===== src/rtl/fifo_pkg.sv =====
// Shared constants for the FIFO read-side streaming logic.
// Holds the controller state encoding and the output buffer depth.
// Imported by fifo_rd_stream and fifo_skid_buf.
package fifo_pkg;

  typedef logic [1:0] state_t;

  localparam state_t S_IDLE  = 2'd0;
  localparam state_t S_RUN   = 2'd1;
  localparam state_t S_DRAIN = 2'd2;

  localparam int RD_BUF_DEPTH = 2;

endpackage


===== src/rtl/fifo_skid_buf.sv =====
// 2-entry circular buffer with push/pop and occupancy count.
// Latency: a pushed word is visible on data the cycle after push.
// Backpressure: caller must not push when full; pop is ignored when empty.
module fifo_skid_buf
  import fifo_pkg::*;
#(
  parameter int width = 4
) (
  input  logic             clk,
  input  logic             rst_n,
  input  logic             push,
  input  logic [width-1:0] push_data,
  input  logic             pop,
  output logic             valid,
  output logic [width-1:0] data,
  output logic [1:0]       count
);

  logic [width-1:0] mem [RD_BUF_DEPTH];
  logic             head;
  logic             tail;
  logic             do_pop;

  assign do_pop = pop & valid;
  assign valid  = (count != 2'd0);
  // Output comes straight from storage so it never depends on the FIFO read path.
  assign data   = mem[head];

  // Storage, pointers and count; simultaneous push and pop leave count unchanged.
  always_ff @(posedge clk or negedge rst_n) begin
    if (!rst_n) begin
      for (int i = 0; i < RD_BUF_DEPTH; i++) begin
        mem[i] <= '0;
      end
      head  <= 1'b0;
      tail  <= 1'b0;
      count <= 2'd0;
    end else begin
      if (push) begin
        mem[tail] <= push_data;
        tail      <= ~tail;
      end
      if (do_pop) begin
        head <= ~head;
      end
      count <= count + 2'(push) - 2'(do_pop);
    end
  end

endmodule


===== src/rtl/fifo_rd_stream.sv =====
// Pops a synchronous FIFO and presents its words as a valid/ready stream.
// Latency: first word on m_data 2 cycles after its pop; 1 word/cycle sustained.
// Backpressure: pops only when the 2-entry buffer has room for all words in flight.
module fifo_rd_stream
  import fifo_pkg::*;
#(
  parameter int fifo_data_width = 4,
  parameter int pop_gap         = 0,
  parameter int cnt_width       = 16
) (
  input  logic                       clk,
  input  logic                       rst_n,
  input  logic                       en,
  input  logic                       fifo_rd_empty,
  output logic                       fifo_rd_vld,
  input  logic [fifo_data_width-1:0] fifo_rd_data,
  output logic                       m_valid,
  output logic [fifo_data_width-1:0] m_data,
  input  logic                       m_ready,
  output logic                       idle,
  output logic [cnt_width-1:0]       pop_cnt
);

  state_t     state;
  state_t     state_nxt;
  logic       inflight;
  logic       gap;
  logic       deq;
  logic       pop;
  logic [1:0] buf_count;
  logic [2:0] occ;

  assign deq = m_valid & m_ready;

  // Words held or arriving next cycle, net of the one leaving now.
  assign occ = {1'b0, buf_count} + {2'b00, inflight} - {2'b00, deq};

  // Combinational through m_ready so a full-rate stream keeps one pop per cycle;
  // rst_n gating keeps the strobe quiet while reset is held.
  assign pop = rst_n & en & ~fifo_rd_empty & ~gap & (state != S_DRAIN) & (occ < 3'd2);
  assign fifo_rd_vld = pop;

  // Pop bookkeeping: read data lands one cycle after the pop; optional idle gap.
  always_ff @(posedge clk or negedge rst_n) begin
    if (!rst_n) begin
      inflight <= 1'b0;
      gap      <= 1'b0;
      pop_cnt  <= '0;
    end else begin
      inflight <= pop;
      gap      <= pop & (pop_gap != 0);
      if (pop) begin
        pop_cnt <= pop_cnt + {{(cnt_width-1){1'b0}}, 1'b1};
      end
    end
  end

  fifo_skid_buf #(
    .width(fifo_data_width)
  ) u_buf (
    .clk      (clk),
    .rst_n    (rst_n),
    .push     (inflight),
    .push_data(fifo_rd_data),
    .pop      (m_ready),
    .valid    (m_valid),
    .data     (m_data),
    .count    (buf_count)
  );

  // State register.
  always_ff @(posedge clk or negedge rst_n) begin
    if (!rst_n) begin
      state <= S_IDLE;
    end else begin
      state <= state_nxt;
    end
  end

  // Next state: once draining, en is ignored until the pipeline is empty.
  always_comb begin
    state_nxt = state;
    case (state)
      S_IDLE: begin
        if (en) state_nxt = S_RUN;
      end
      S_RUN: begin
        if (!en) state_nxt = (inflight || buf_count != 2'd0) ? S_DRAIN : S_IDLE;
      end
      S_DRAIN: begin
        if (!inflight && buf_count == 2'd0) state_nxt = S_IDLE;
      end
      default: state_nxt = S_IDLE;
    endcase
  end

  // Outputs: idle only when nothing is in flight or buffered.
  always_comb begin
    idle = 1'b0;
    if (state == S_IDLE && !inflight && buf_count == 2'd0) idle = 1'b1;
  end

endmodule


===== config.mk =====
export PLATFORM = sky130hd
export DESIGN_NAME = fifo_rd_stream
export DESIGN_NICKNAME = d
export VERILOG_FILES = /design/src/rtl/fifo_pkg.sv /design/src/rtl/fifo_skid_buf.sv /design/src/rtl/fifo_rd_stream.sv
export SDC_FILE = /design/constraint.sdc
export NUM_CORES = 1
export LEC_CHECK = 0
export ABC_AREA = 1
export ABC_CLOCK_PERIOD_IN_PS = 3400
export CAP_MARGIN = 40
export CORE_UTILIZATION = 51
export CTS_CLUSTER_DIAMETER = 120
export DETAILED_ROUTE_END_ITERATION = 8
export GPL_TIMING_DRIVEN = 0
export PLACE_DENSITY = 0.85
export SYNTH_ARGS = -nofsm -noshare
export SYNTH_HDL_FRONTEND = slang
export SYNTH_SLANG_ARGS = --single-unit
export TNS_END_PERCENT = 20

===== constraint.sdc =====
create_clock -name clk -period 3.4 [get_ports clk]
set_clock_uncertainty 0.15 [all_clocks]
set_input_delay 0.68 -clock clk [delete_from_list [all_inputs] [get_ports clk]]
set_output_delay 0.68 -clock clk [all_outputs]
set_load 0.02 [all_outputs]

==> results.md <==
- Count of different cell masters after synthesis: 27
- MaxCap Viol Count: 0
- Die area: 3570 um2
- Hold buffer count at CTS: 0
- Number of global-route vias before repair: 1,579
- Yosys reg bits: 31
- Num CTS Buffers: 5
- Worst Setup Start Kind: input pin
- Detailed Place HPWL: 2510 um
- Ports: 32
- Largest net degree at the start of global routing: 33
- CTS Sinks: 31
- CTS root buf: clkbuf_4
- Area after DPL: 2060 um2
- Antenna Cells: 0
- H-Tree Level Count: 2
- Met1 Track Usage GR: 38.9%
- First-pass GRT wire length: 7800 um
- Synthesized Nets: 229
- Total Routing Usage GR: 31.3%
- LEAKAGE: 1.23 nW
- Share of layout cells above drive strength 1: 24.4%
- Worst vdd ir: 0.651 mV
- Synth warn: 0
- Via count: 1,682
- Initial antenna violation count: 0
- Clock-pin slew on the worst setup and hold paths: 0.12 ns
- Final worst slack: -0.119 ns
- Std-Cell Core Area: 3100 um2
- Post-DR wirelength/cell: 14.9 um
- Placer Congestion: 0.793
- Crit-path max FO: 2
- RSZ-0062 raised after global routing: yes
- Area grow syn2layout: 43.5%
- Required time worst endpoint: 3.51 ns
- Post-DRT Antenna Nets: 0
- Met3 global-route usage: 7.58%
- Tmin final: 3.52 ns
- Final Cell Area: 2440 um2
- Most frequent cells in the layout: 77 x nand2_1, 32 x buf_4, 31 x dfrtp_1, 28 x inv_1, 27 x clkdlybuf4s50_1
- DR DRC count: 0
- Critical path type: input pin to flop
- Pwr/cell area: 735 nW/um2
- Hold Crit Class: input pin to asynchronous set/reset pin
- Setup violators final: 2
- Max Buffers Root-to-Sink: 2
- Starting density of the core: 54.8%
- Slew Viols, Final: 0
- Worst-margin pin slew: 0.708 ns
- Failing checks: negative setup slack
- FILL cells: 218
- Die width: 59.8 um
- Iteration-0 DRC Markers: 142
- Most common cell after layout, fill and taps aside: nand2_1
- Part of the Yosys area used for sequential elements: 45.6%
- FP Rows: 20
- Most used routing layer: met2
- Crit path capture type: flop
- Slew headroom: 52.8%
- Post-Syn Instances: 216
- Final period util: 103%
- Post-Syn Area per Cell: 7.88 um2
- Vias/cell: 5.08
- Arr. time, crit path: 3.63 ns
- Port buffer count: 31
- Worst skew pair latency: 0.37 ns
- Routed WL: 4920 um
- Met2 Resource Use GR: 50.0%
- Total congestion overflow: 0
- Final #Nets: 299
- Final Hold Slack: 0.194 ns
- Max Fclk: 284 MHz
- Final Hold Fails: 0
- Area of the mapped netlist: 1700 um2
- Drt pass-1 iters: 4
- Status: finished, violations left
- Die height: 59.8 um
- TritonCTS clock tree: done
[report_power, final]
| part | internal (mW) | switching [mW] |
|---|---|---|
| sequential | 0.472 | 0.110 |
| combinational | 0.440 | 0.457 |
| clock | 0.174 | 0.144 |
| total | 1.09 | 0.711 |
[cell type report]
cell class              count  area, um2  area share (%)
flip-flops and latches     31        776            31.8
repair buffers             63        548            22.4
inverters                  35        131            5.38
multi-input cells         147        812            33.2
clock inverters             2       35.0            1.43
plain buffers               3       33.8            1.38
clock buffers               6       51.3            2.10
well taps                  44       55.1            2.25
[cells in the mapped netlist]
cell	instances	area (um2)
nand2_2	3	18.8
nor4_1	1	6.26
nor2_2	3	18.8
or2_0	1	6.26
nand4_1	10	62.6
inv_1	31	116
nand2_1	78	293
xor2_1	4	35.0
nand3_4	1	17.5
o21ai_0	4	20.0
nor2_4	1	11.3
buf_8	2	30.0
nand3b_1	1	7.51
a22oi_1	1	7.51
nor2_1	13	48.8
xnor2_1	1	8.76
o21ai_1	7	35.0
inv_2	4	15.0
nand3_1	9	45.0
dfrtp_1	31	776
fa_1	1	20.0
xor2_2	1	16.3
clkbuf_1	1	3.75
nor3_1	1	5.00
nand3_2	2	20.0
nor2_8	1	20.0
ha_1	3	37.5
[state kept, by name, indices dropped and copies added (netlist names)]
name,flops
state,2
u_buf.head,1
u_buf.tail,1
u_buf.mem,8
u_buf.count,2
inflight,1
pop_cnt,16
[metrics by stage]
stage          cells  setup WS [ns]  setup TNS, ns  total power, mW  util [%]
3_5_place_dp     291         -0.909         -0.909             1.20      66.5
2_1_floorplan    216          0.286              0            0.963         -
5_1_grt          331         -0.196         -0.337             1.91      78.7
3_3_place_gp     291         -0.942         -0.942             1.17      66.6
6_report         331         -0.119         -0.183             1.80      78.7
4_1_cts          331        -0.0913        -0.0913             1.71      78.0
[final timing paths]
check                          startpoint      endpoint  slack [ns]  cells past startpoint
max                               m_ready    u_buf.head       -0.12                     23
min                                 rst_n    u_buf.head        0.19                      1
max reg2reg                u_buf.count[0]    u_buf.head       -0.09                     24
min reg2reg                  u_buf.mem[0]  u_buf.mem[0]        0.36                      2
max in group asynchronous           rst_n    pop_cnt[3]        2.43                      1
min in group clk             u_buf.mem[0]  u_buf.mem[0]        0.36                      2
[critical path, cell delays in order]
cell           delay, ns
dlygate4sd2_1       0.25
nand2_4             0.07
buf_4               0.14
buf_4               0.13
buf_4               0.12
buf_4               0.12
buf_4               0.12
buf_4               0.12
buf_4               0.12
buf_4               0.12
buf_4               0.12
buf_4               0.13
buf_4               0.12
buf_4               0.12
buf_4               0.13
buf_4               0.12
buf_4               0.13
buf_4               0.12
buf_4               0.12
buf_4               0.12
buf_4               0.12
buf_4               0.14
xor2_2              0.14
[per-layer routing]
| layer | wire length, um | up-vias |
|---|---|---|
| li1 | - | 805 |
| met1 | 2030 | 786 |
| met2 | 2410 | 72 |
| met3 | 316 | 19 |
| met4 | 155 | 0 |
| met5 | 0 | - |
[timing repair]
action | in CTS | in global routing
endpoints found under the setup margin | 1 | 3
gates cloned | 0 | 0
pin swaps | 6 | 4
gates resized for setup | 16 | 4
setup buffers | 32 | 0
hold endpoints to repair | 0 | 0
[logic make-up (layout without fill, tap and decap cells)]
| logic type | Yosys count | in the layout | synth area share (%) |
|---|---|---|---|
| AO/OA/AOI/OAI | 12 | 12 | 3.68 |
| buffers and inverters | 38 | 109 | 9.71 |
| XOR/XNOR | 6 | 6 | 3.53 |
| flip-flops | 31 | 31 | 45.6 |
| AND/OR/NAND/NOR | 125 | 125 | 34.1 |
| adder cells (fa/ha/maj) | 4 | 4 | 3.38 |
(Power assumes the default switching activity.)
